===== src/rtl/alu_share_arbiter.sv =====
// Two-requester front end for one shared ALU: arbitrates between the requesters, runs a
// single operation at a time, and holds the registered result until the consumer takes it.
module alu_share_arbiter #(
    parameter bit FIX_PRIO = 1'b0
) (
    input  logic        clk,
    input  logic        rst_n,
    input  logic        req0_valid,
    output logic        req0_ready,
    input  logic [31:0] req0_a,
    input  logic [31:0] req0_b,
    input  logic [2:0]  req0_op,
    input  logic        req1_valid,
    output logic        req1_ready,
    input  logic [31:0] req1_a,
    input  logic [31:0] req1_b,
    input  logic [2:0]  req1_op,
    output logic [31:0] alu_a,
    output logic [31:0] alu_b,
    output logic [2:0]  alu_gin,
    input  logic [31:0] alu_sum,
    input  logic        alu_zout,
    input  logic        alu_nin,
    input  logic        alu_vin,
    output logic        rsp_valid,
    input  logic        rsp_ready,
    output logic        rsp_id,
    output logic [31:0] rsp_sum,
    output logic        rsp_z,
    output logic        rsp_n,
    output logic        rsp_v,
    output logic        rsp_err
);

    localparam logic [2:0] OP_BAD = 3'b101;

    typedef enum logic [1:0] {
        IDLE = 2'd0,
        EXEC = 2'd1,
        RESP = 2'd2
    } state_t;

    state_t      state;
    logic        last_id;
    logic        owner_id;
    logic        winner;
    logic [31:0] opa_q;
    logic [31:0] opb_q;
    logic [2:0]  op_q;

    // NOTE: every always_comb output gets a default first, so no path can infer a latch.
    always_comb begin
        winner = 1'b0;
        if (FIX_PRIO)
            winner = ~req0_valid;
        else if (req0_valid && req1_valid)
            winner = ~last_id;
        else
            winner = req1_valid;
    end

    assign req0_ready = (state == IDLE) && req0_valid && !winner;
    assign req1_ready = (state == IDLE) && req1_valid && winner;

    // The shared ALU only sees live operands while this block owns it.
    assign alu_a   = (state == EXEC) ? opa_q : '0;
    assign alu_b   = (state == EXEC) ? opb_q : '0;
    assign alu_gin = (state == EXEC) ? op_q  : '0;

    // NOTE: operand and response registers are reset too, so an aborted op leaves nothing stale behind.
    always_ff @(posedge clk or negedge rst_n) begin
        if (!rst_n) begin
            state     <= IDLE;
            last_id   <= 1'b1;
            owner_id  <= 1'b0;
            opa_q     <= '0;
            opb_q     <= '0;
            op_q      <= '0;
            rsp_valid <= 1'b0;
            rsp_id    <= 1'b0;
            rsp_sum   <= '0;
            rsp_z     <= 1'b0;
            rsp_n     <= 1'b0;
            rsp_v     <= 1'b0;
            rsp_err   <= 1'b0;
        end else begin
            // NOTE: non-blocking assignments so every register sees pre-edge values.
            case (state)
                IDLE: begin
                    if (req0_ready || req1_ready) begin
                        opa_q    <= winner ? req1_a  : req0_a;
                        opb_q    <= winner ? req1_b  : req0_b;
                        op_q     <= winner ? req1_op : req0_op;
                        owner_id <= winner;
                        last_id  <= winner;
                        state    <= EXEC;
                    end
                end
                EXEC: begin
                    rsp_id    <= owner_id;
                    rsp_valid <= 1'b1;
                    state     <= RESP;
                    if (op_q == OP_BAD) begin
                        rsp_err <= 1'b1;
                        rsp_sum <= '0;
                        rsp_z   <= 1'b1;
                        rsp_n   <= 1'b0;
                        rsp_v   <= 1'b0;
                    end else begin
                        rsp_err <= 1'b0;
                        rsp_sum <= alu_sum;
                        rsp_z   <= alu_zout;
                        rsp_n   <= alu_nin;
                        rsp_v   <= alu_vin;
                    end
                end
                RESP: begin
                    if (rsp_ready) begin
                        rsp_valid <= 1'b0;
                        state     <= IDLE;
                    end
                end
                default: begin
                    rsp_valid <= 1'b0;
                    state     <= IDLE;
                end
            endcase
        end
    end

endmodule


===== config.mk =====
export PLATFORM = sky130hd
export DESIGN_NAME = alu_share_arbiter
export DESIGN_NICKNAME = d
export VERILOG_FILES = /design/src/rtl/alu_share_arbiter.sv
export SDC_FILE = /design/constraint.sdc
export NUM_CORES = 1
export LEC_CHECK = 0
export ABC_AREA = 1
export BUFFER_PORTS_ARGS = -buffer_cell sky130_fd_sc_hd__buf_2
export CORE_UTILIZATION = 40
export DETAILED_ROUTE_END_ITERATION = 10
export GPL_TIMING_DRIVEN = 0
export PLACE_DENSITY = 0.8
export SLEW_MARGIN = 20
export SYNTH_ARGS = -nofsm -noshare
export SYNTH_HDL_FRONTEND = slang
export SYNTH_SLANG_ARGS = --single-unit

===== constraint.sdc =====
create_clock -name clk -period 2.8 [get_ports clk]
set_input_delay 0.28 -clock clk [delete_from_list [all_inputs] [get_ports clk]]
set_output_delay 0.28 -clock clk [all_outputs]
set_load 0.1 [all_outputs]

# After elaboration in Yosys (flattened, before gate mapping)

Cells that the tools add are included.

Register bits after elaboration: 109
Input bits: 174
Output and inout bits: 107
Logic and storage cells: 48

Equality and inequality tests: 5
Mux-type cells: 17
Bitwise gates (word level): 2
Reduce and logical (&&, ||, !) cells: 11

Operator list:

| kind                                                                  | count |
|---|---|
| 32-bit 2-to-1 mux                                                     | 5 |
| 1-bit 2-to-1 mux                                                      | 6 |
| 3-bit 2-to-1 mux                                                      | 2 |
| 2-bit one-hot mux with 3 select lines                                 | 1 |
| 2-bit AND reduction                                                   | 3 |
| 1-bit logical AND                                                     | 5 |
| 2-bit 2-to-1 mux                                                      | 2 |
| 3-bit equality test, second input constant                            | 1 |
| 1-bit one-hot mux with 3 select lines                                 | 1 |
| 2-bit by 1-bit equality test with 1-bit output, second input constant | 1 |
| 2-bit equality test, second input constant                            | 1 |
| 2-bit zero test                                                       | 1 |
| 2-bit by 1-bit != test with 1-bit output, second input constant       | 1 |
| 2-bit != test, second input constant                                  | 1 |
| 1-bit inverter                                                        | 2 |
| 1-bit zero test                                                       | 1 |
| 1-bit logical OR                                                      | 1 |

# Depth between registers and ports, before layout

Gate-level depths: netlist (run 1).

Depth after elaboration: 7
Depth in mapped cells: 8
Mapped depth without buffers: 6

# Least setup slack after synthesis (run 1)

No wires, ideal clock.

Kind: register -> output
Start: register state[1]
End: output port req0_ready
Arrival time: 2.391 ns
Data required time: 2.520 ns
Setup slack: 0.129 ns
Stages on the path, launching flop included: 5
Buffers on the path: 1
Cell sequence: dfrtp_1 > nor2_1 > nand2_1 > clkbuf_1 > a21oi_1

Cells in the longest elaborated chain, start to end: 3

Ends and longest elaborated chain:

| what                           | RTL line | RTL |
|---|---|---|
| start, declared                | 43       | `state_t state;` |
| start signal, assigned         | 73       | `state <= IDLE;` |
| start signal, assigned         | 96       | `state <= EXEC;` |
| start signal, assigned         | 102      | `state <= RESP;` |
| 2-bit zero test                | 62       | `assign req0_ready = (state == IDLE) && req0_valid && !winner;` |
| 1-bit logical AND (2 in a row) | 62       |  |
| end, declared                  | 9        | `output logic req0_ready,` |

Every way passes these cells.

# Final worst setup path (run 1)

Start: register state[0]
End: output port alu_b[7]

Cells in the longest elaborated chain, start to end: 2

Ends and longest elaborated chain:

| what                                           | RTL line | RTL |
|---|---|---|
| 2-bit by 1-bit equality test with 1-bit output | 67       | `assign alu_b = (state == EXEC) ? opb_q : '0;` |
| 32-bit 2-to-1 mux                              | 67       |  |
| end, declared                                  | 19       | `output logic [31:0] alu_b,` |

Every way passes these cells.

==> flow_metrics.py, run 1 <==
metrics = {
    "floorplan": {
        "initial_utilization_pct": 41.19,
        "die_w_um": 121.8,
        "core_area_mm2": 0.01393,
        "rows": 43,
        "io_pins": 281,
        "die_h_um": 121.8,
        "die_area_mm2": 0.01483,
    },
    "detailed_routing": {
        "vias": 6175,
        "routed_wl_um": 17200,
        "drt.antenna.violating_nets": 0,
        "wire_per_inst_um": 13.11,
        "drt_pass1_iterations": 5,
        "drc": 0,
        "vias_per_cell": 4.707,
        "drt_iter0_markers": 331,
    },
    "worst_setup_path": {
        "reg2reg_from": "last_id",
        "cp-end-kind": "output pin",
        "reg2reg_to": "opa_q[2]",
        "path_class": "reg2out",
        "ff2ff_setup_slack_ps": 990,
        "critical_path.endpoint": "alu_b[7]",
        "slowest_stage": "buf_2",
        "crit_chain": "inv_1 > nor2_1 > inv_1 > buf_2 > buf_6 > nor2_1 > buf_2",
        "crit_start": "state[0]",
        "reg2reg_depth": 8,
        "crit_path_max_fanout": 10,
        "start_kind": "register",
        "cpPeakStageDelay_ps": 440,
        "arrival_ps": 2360,
        "crit_required_ps": 2520,
    },
    "finish": {
        "final_cell_mix": "nand2_1, buf_2, nand3_1, dfrtp_1, nor2_1",
        "fin_area_mm2": 0.007736,
        "fin_util_pct": 55.52,
        "final_common_cell": "nand2_1",
        "diodes": 0,
        "instances_no_fill": 1312,
        "drive_above_1_share_pct": 28.89,
        "area_growth_pct": 34.79,
        "fin_nets": 1301,
    },
    "worst_hold_path": {
        "hold_path_class": "in2reg",
        "hp-start": "alu_sum[10]",
    },
    "clocking": {
        "clock_latency_ps": 350,
        "htree_levels": 3,
        "clock-root-buffer": "clkbuf_16",
        "clock-sinks": 109,
        "cts_buffer_depth": 2,
        "cts_tree": "built",
        "cts_buffers": 9,
        "path_clk_slew_ps": 80,
        "cts_setup_buffers": 0,
    },
    "sta": {
        "hold_viol": 0,
        "finalSetupTns_ps": 0,
        "worst_pin_slew_ps": 556.6,
        "rsz0062_at_grt": "false",
        "finalSetupViolCount": 0,
        "fmax_mhz": 379.1,
        "period_needed_ps": 2638,
        "relSlewSlack_pct": 62.89,
        "fin_crit_sh_pct": 94.21,
        "drv_slew": 0,
        "skew_ps": 7.528,
    },
    "synthesis": {
        "ys_seq_elements": 109,
        "synth_area_leaders": "dfrtp_1, nand2_1, nand3_1",
        "ys_seq_area_share_pct": 47.55,
        "yosys_warnings": 0,
        "yosysTopAreaCell": "dfrtp_1",
        "synth_fp_nets": 1009,
        "synth_cells": 835,
        "synth_top_area_share_pct": 47.09,
        "syn_area_per_cell_um2": 6.873,
        "synth_cell_types": 17,
        "syn_area_mm2": 0.005739,
    },
    "placement": {
        "dp_hpwl_um": 13020,
        "place_area_mm2": 0.007395,
        "gp_congestion": 0.8216,
        "dp_cells": 1295,
        "portBuffers": 279,
    },
    "outcome": {
        "outcome": "complete, no violations",
    },
    "grt": {
        "grt_pass1_wl_um": 27460,
        "globalRouteOverflowTotal": 0,
        "track_usage_pct": 23.99,
        "antenna_found_initial": 0,
        "grt_max_degree": 68,
        "first_global_vias": 5683,
    },
    "flow_run": {
        "maxCapViolCount": 0,
    },
}
==> metal layers <==
layer / part of all wire, % / GRT usage [%] / routed length [um] / up-vias
met5: 0 / 0 / 0 / -
met4: 2.7 / 9.954 / 465 / 0
met3: 6.2 / 4.213 / 1062 / 33
met2: 48 / 40.15 / 8332 / 219
met1: 43 / 30.46 / 7338 / 2798
li1: - / - / - / 3125
==> area by class of cell <==
| cell class | instances | area (um^2) |
|---|---|---|
| fill | 1412 | 6198 |
| sequential | 109 | 2729 |
| multi-input combinational | 597 | 2425 |
| timing repair buffer | 281 | 1453 |
| buffer | 57 | 315.3 |
| inverter | 72 | 270.3 |
| clock buffer | 9 | 225.2 |
| tap | 180 | 225.2 |
| clock inverter | 7 | 93.84 |
==> how the worst min path moves through the flow <==
stage | cells after the start | slack (ps) | end
after floorplan | 0 | -20 | op_q[0]
after global placement | 2 | 450 | last_id
after detailed placement | 1 | 220 | opb_q[15]
after CTS | 3 | 100 | rsp_sum[16]
after global routing | 3 | 100 | rsp_sum[3]
final | 3 | 110 | rsp_sum[10]
==> sequential cells by signal, summed over array words and instances, names as in the netlist <==
signal     cells
opa_q         32
opb_q         32
owner_id       1
rsp_valid      1
op_q           3
rsp_z          1
state          2
rsp_v          1
rsp_n          1
rsp_id         1
rsp_sum       32
last_id        1
rsp_err        1
==> worst max-delay path, delay by kind of cell, from the launching register on <==
family	cells	cell delay, ps
buffers and inverters	5	1140
and+or+nand+nor	2	460
DFF	1	380
==> synth_stat cells <==
cell type  instances
a21oi_1            1
buf_1              4
buf_2             15
buf_4              4
buf_6              9
clkbuf_1          25
clkinv_1           1
dfrtp_1          108
dfstp_2            1
inv_1             71
nand2_1          383
nand2_2            1
nand3_1          135
nand3_2            1
nand3b_1           1
nor2_1            74
o21ai_0            1
==> kinds of logic (layout without fill, tap and decap cells) <==
group                  count (synthesis)  count (layout)  share of synthesized area (%)
AOI/OAI and AO/OA                      2               2                         0.1742
DFF                                  109             109                          47.55
and+or+nand+nor                      595             595                          42.08
buffers and inverters                129             426                          10.20
==> repair_timing <==
item | 4_1_cts | 5_1_grt
endpoints found under the setup margin | 0 | 5
hold buffers | 1 | 0
endpoints found under the hold margin | 42 | 0
resized for setup | 0 | 5
==> per-stage QoR <==
stage	setup WS [ps]	hold WS, ps
floorplan	129.0	-15.59
global placement	146.4	452.1
detailed placement	513.1	220.9
CTS	94.97	96.83
global route	0.6313	95.91
finish	162.2	111.3
Power of run 1 is not shown: default switching activity piles up to over one toggle a cycle in this logic, so the estimate is an artifact.
==> inputs of run 2 (changes only) <==
--- a/config.mk
+++ b/config.mk
@@ -11,6 +11,7 @@
 export DETAILED_ROUTE_END_ITERATION = 10
 export GPL_TIMING_DRIVEN = 0
 export PLACE_DENSITY = 0.8
+export RECOVER_POWER = 100
 export SLEW_MARGIN = 20
 export SYNTH_ARGS = -nofsm -noshare
 export SYNTH_HDL_FRONTEND = slang
==> run 2 against run 1 <==
  * The flow now finishes with violations (capacitance limit, slew limit)
  * Register-to-register slack worse by 570 ps
  * First-iteration DRC count is 12% lower
  * Clock-buffer cell count stayed put
  * Worst hold slack better by 1.1 ps
  * Utilization is 0.60 points lower
  * Setup slack worse by 9.1 ps
  * Critical path depth is 2 lower
  * Final cell count stayed put
  * Maximum frequency is 0.34% lower
  * Die area stayed put
  * Sequential share of layout area is 0.39 points higher
  * Clock skew is 0.72 ps lower
  * Largest cell class unchanged
  * Highest routed layer unchanged
==> flow_metrics.py, run 2 (synthesized netlist as in run 1, its figures left out) <==
metrics = {
    "finish": {
        "fin_nets": 1301,
        "fin_area_mm2": 0.007652,
        "n_fill_cell": 1435,
        "largestRegisters": "opa_q: 32 flops, opb_q: 32 flops, rsp_sum: 32 flops",
        "drive_above_1_share_pct": 24.47,
        "multi_input_area_mm2": 0.002417,
        "final_common_cell": "nand2_1",
        "regArea_mm2": 0.002729,
        "area_growth_pct": 33.33,
        "diodes": 0,
        "final_cell_mix": "nand2_1, buf_2, nand3_1, dfrtp_1, nor2_1",
    },
    "worst_setup_path": {
        "cp-end-kind": "output pin",
        "crit_path_max_fanout": 10,
        "ff2ff_setup_slack_ps": 420,
        "crit_required_ps": 2520,
        "reg2reg_depth": 7,
        "arrival_ps": 2370,
        "start_kind": "register",
        "path_class": "reg2out",
    },
    "sta": {
        "hold_viol": 0,
        "finalSetupViolCount": 0,
        "fmax_mhz": 377.8,
        "drv_slew": 43,
        "timing.hold.ws_ps": 112.4,
        "rsz0062_at_grt": "false",
        "relSlewSlack_pct": -27.23,
        "worst_pin_slew_ps": 1908,
        "fin_crit_sh_pct": 94.53,
        "finalSetupTns_ps": 0,
        "worst_slack_ps": 153.1,
        "skew_ps": 6.804,
        "period_needed_ps": 2647,
    },
    "clocking": {
        "cts_buffer_depth": 2,
        "clock-sinks": 109,
        "htree_levels": 3,
        "cts_setup_buffers": 0,
        "cts_buffers": 9,
        "path_clk_slew_ps": 80,
        "clock_latency_ps": 360,
        "cts_tree": "built",
        "clock-root-buffer": "clkbuf_16",
    },
    "worst_hold_path": {
        "hold_path_class": "in2reg",
        "min_path_cells": 3,
    },
    "detailed_routing": {
        "drt_iter0_markers": 291,
        "drt_pass1_iterations": 5,
        "wire_per_inst_um": 13.17,
        "vias_per_cell": 4.697,
        "drc": 0,
        "vias": 6162,
        "routed_wl_um": 17280,
        "drt.antenna.violating_nets": 0,
    },
    "grt": {
        "track_usage_pct": 23.99,
        "grt_max_degree": 68,
        "antenna_found_initial": 0,
        "globalRouteOverflowTotal": 0,
        "grt_pass1_wl_um": 27460,
        "first_global_vias": 5683,
    },
    "placement": {
        "post-place-ws_ps": 513.1,
        "gp_congestion": 0.8216,
        "portBuffers": 279,
        "place_area_mm2": 0.007395,
        "dp_hpwl_um": 13020,
    },
    "flow_run": {
        "maxCapViolCount": 1,
    },
    "floorplan": {
        "die_w_um": 121.8,
        "die_area_mm2": 0.01483,
        "core_area_mm2": 0.01393,
        "io_pins": 281,
        "die_h_um": 121.8,
        "initial_utilization_pct": 41.19,
        "rows": 43,
    },
    "outcome": {
        "violations": "capacitance limit, slew limit",
        "outcome": "finished with violations",
    },
}
-- run 2: critical path, stage by stage, from the launching register on --
cell      delay, ps
dfstp_2         540
nand2_1         190
nand3_1         390
clkbuf_1        430
inv_1            80
clkbuf_2        380
-- run 2: repair_timing --
| item | CTS | global route |
|---|---|---|
| hold buffers | 1 | 0 |
| endpoints found under the hold margin | 42 | 0 |
| gates resized for setup | 0 | 5 |
| setup endpoints to repair | 0 | 5 |
-- run 2: area by class of cell --
type	count	area share, %
clock inverters	7	1.226
flip-flops and latches	109	35.66
well taps	180	2.943
repair buffers	281	18.33
plain buffers	57	3.777
clock buffers	9	2.943
inverters	72	3.532
multi-input cells	597	31.59
-- run 2: layer usage --
| layer | routed length, um | vias to the layer above | track usage [%] |
|---|---|---|---|
| met1 | 7403 | 2790 | 30.46 |
| met3 | 1098 | 30 | 4.213 |
| li1 | - | 3126 | - |
| met2 | 8348 | 216 | 40.15 |
| met4 | 424 | 0 | 9.954 |
| met5 | 0 | - | 0 |
-- run 2: worst paths after layout --
path,from,to
worst max-delay path,last_id,req1_ready
worst min-delay path,alu_sum[4],rsp_sum[4]
worst max register to register,last_id,opa_q[2]
worst min register to register,last_id,last_id
max in group asynchronous,rst_n,last_id
min in group asynchronous,rst_n,opb_q[15]
-- run 2: stage by stage --
step | instances | util [%]
2_1_floorplan | 835 | -
4_1_cts | 1312 | 55.43
5_1_grt | 1312 | 54.92
3_5_place_dp | 1295 | 53.07
3_3_place_gp | 1294 | 52.82
6_report | 1312 | 54.92
Power of run 2 is left out for the same reason.
==> inputs of run 3 (changes only) <==
==> constraint.sdc (replaced) <==
create_clock -name clk -period 2.8 [get_ports clk]
set_input_delay 0.14 -clock clk [delete_from_list [all_inputs] [get_ports clk]]
set_output_delay 0.14 -clock clk [all_outputs]
set_load 0.1 [all_outputs]
==> run 3 against run 2 <==
  * The run still ends with capacitance limit, slew limit left
  * Worst hold slack worse by 55 ps
  * Wire length up 5.2%
  * Sequential cell count unchanged
  * Setup slack better by 110 ps
  * Maximum frequency up 4.3%
  * Critical path type unchanged
==> flow_metrics.py, run 3 (synthesized netlist as in run 1, its figures left out) <==
metrics = {
    "outcome": {
        "outcome": "finished with violations",
        "violations": "capacitance limit, slew limit",
    },
    "placement": {
        "dp_hpwl_um": 13020,
        "post-place-ws_ps": 653.1,
        "gp_congestion": 0.8216,
        "portBuffers": 279,
    },
    "detailed_routing": {
        "wire_per_inst_um": 13.49,
        "vias_per_cell": 4.722,
        "drc": 0,
        "drt.antenna.violating_nets": 0,
        "drt_pass1_iterations": 4,
        "drt_iter0_markers": 334,
        "vias": 6360,
        "routed_wl_um": 18170,
    },
    "grt": {
        "grt.busiest_layer": "met2",
        "grt_pass1_wl_um": 28820,
        "grt_max_degree": 68,
        "globalRouteOverflowTotal": 0,
        "use_met1_pct": 31.24,
        "grt_use_met2_pct": 42.69,
        "grt_use_met3_pct": 4.354,
        "track_usage_pct": 25.14,
        "first_global_vias": 5976,
        "antenna_found_initial": 0,
    },
    "floorplan": {
        "core_area_mm2": 0.01393,
        "die_w_um": 121.8,
        "io_pins": 281,
        "rows": 43,
        "die_h_um": 121.8,
        "die_area_mm2": 0.01483,
        "initial_utilization_pct": 41.19,
    },
    "finish": {
        "final_common_cell": "nand2_1",
        "fin_nets": 1336,
        "final_cell_mix": "nand2_1, buf_2, nand3_1, dfrtp_1, nor2_1",
        "fin_util_pct": 57.34,
        "drive_above_1_share_pct": 23.74,
        "area_growth_pct": 39.22,
        "diodes": 0,
        "largestRegisters": "opa_q: 32 flops, opb_q: 32 flops, rsp_sum: 32 flops",
    },
    "clocking": {
        "clock-sinks": 109,
        "clock_latency_ps": 360,
        "cts_tree": "built",
        "path_clk_slew_ps": 70,
        "clock-root-buffer": "clkbuf_16",
        "cts_buffer_depth": 2,
        "cts_buffers": 9,
        "htree_levels": 3,
    },
    "sta": {
        "worst_slack_ps": 261.1,
        "fin_crit_sh_pct": 90.68,
        "rsz0062_at_grt": "false",
        "finalSetupTns_ps": 0,
        "worst_pin_slew_ps": 1951,
        "skew_ps": 7.050,
        "relSlewSlack_pct": -30.03,
        "timing.hold.ws_ps": 57.22,
        "fmax_mhz": 393.9,
        "period_needed_ps": 2539,
        "finalSetupViolCount": 0,
        "drv_slew": 43,
        "hold_viol": 0,
    },
    "worst_setup_path": {
        "crit_required_ps": 2660,
        "start_kind": "register",
        "crit_path_max_fanout": 10,
        "reg2reg_to": "opa_q[2]",
        "ff2ff_setup_slack_ps": 420,
        "path_class": "reg2out",
        "cp-end-kind": "output pin",
        "reg2reg_from": "last_id",
        "arrival_ps": 2400,
        "reg2reg_depth": 7,
    },
    "power": {
        "clkPwrFrac_pct": 11.9,
        "switching_share_pct": 62.22,
        "powerDensity_mw_per_mm2": 1431,
        "ir_drop_mv": 0.5987,
        "p_sw_mw": 7.115,
        "power_frac_seq_pct": 24.1,
        "internal_power_mw": 4.321,
        "leakagePower_nw": 4.720,
        "share_comb_of_total_power_pct": 64.1,
    },
    "flow_run": {
        "maxCapViolCount": 1,
    },
    "worst_hold_path": {
        "worstHoldEndpoint": "state[1]",
        "hold_path_class": "in2reg",
        "min_path_cells": 3,
        "hp-start": "rsp_ready",
    },
}
run 3: cell count changes in the layout (fill, tap and decap cells not counted):
cell	before	now
clkbuf_2	7	69
dlygate4sd3_1	1	36
clkbuf_4	5	0
buf_2	237	180
run 3: final cells by class:
cell class	instances	area (um^2)
fill	1381	5944
timing repair buffer	316	1740
inverter	72	270.3
tap	180	225.2
buffer	57	289.0
sequential	109	2729
clock buffer	9	225.2
clock inverter	7	93.84
multi-input combinational	597	2417
run 3: per-layer routing:
metal	up-vias	share of wire, %
met2	235	49
met5	-	0
met1	2888	42
met3	37	6.6
li1	3200	-
met4	0	2.5
run 3: what timing repair did:
action | CTS | global route
hold buffers | 36 | 0
endpoints found under the setup margin | 0 | 0
resized for setup | 0 | 0
hold endpoints to repair | 77 | 0
buffers inserted | 0 | 0
run 3: power by group through the flow:
| stage | Combinational (mW) | Sequential (mW) | Clock [mW] |
|---|---|---|---|
| after floorplan | 4.15 | 4.59 | 0 |
| after global placement | 7.34 | 2.72 | 0 |
| after detailed placement | 7.41 | 2.76 | 0 |
| after CTS | 7.46 | 2.74 | 1.38 |
| after global routing | 7.82 | 2.84 | 1.46 |
| final | 7.33 | 2.75 | 1.36 |
run 3: metrics by stage:
| stage | instances | area (um^2) | power [mW] |
|---|---|---|---|
| after global placement | 1294 | 7361 | 10.07 |
| final | 1347 | 7990 | 11.44 |
| after global routing | 1347 | 7990 | 12.13 |
| after floorplan | 835 | 5739 | 8.738 |
| after detailed placement | 1295 | 7395 | 10.17 |
| after CTS | 1347 | 8074 | 11.59 |
run 3: worst max-delay path: stages, from the launching register on:
cell and delay (ps):
dfrtp_1 380, inv_1 70, nor2_1 350, inv_1 150, buf_2 290, buf_6 200
nor2_1 120, clkbuf_2 480
run 3: how the worst max path moves through the flow:
| stage | startpoint | to | slack, ps | cells past startpoint |
|---|---|---|---|---|
| after CTS | state[0] | alu_a[24] | 230 | 7 |
| after detailed placement | state[0] | alu_a[24] | 650 | 7 |
| after global placement | rst_n | opa_q[19] | 290 | 1 |
| after floorplan | state[1] | req0_ready | 270 | 4 |
| after global routing | state[0] | alu_b[30] | 90 | 7 |
| final | state[0] | alu_b[7] | 260 | 7 |
Note: power is estimated with default switching activity, not from simulation.
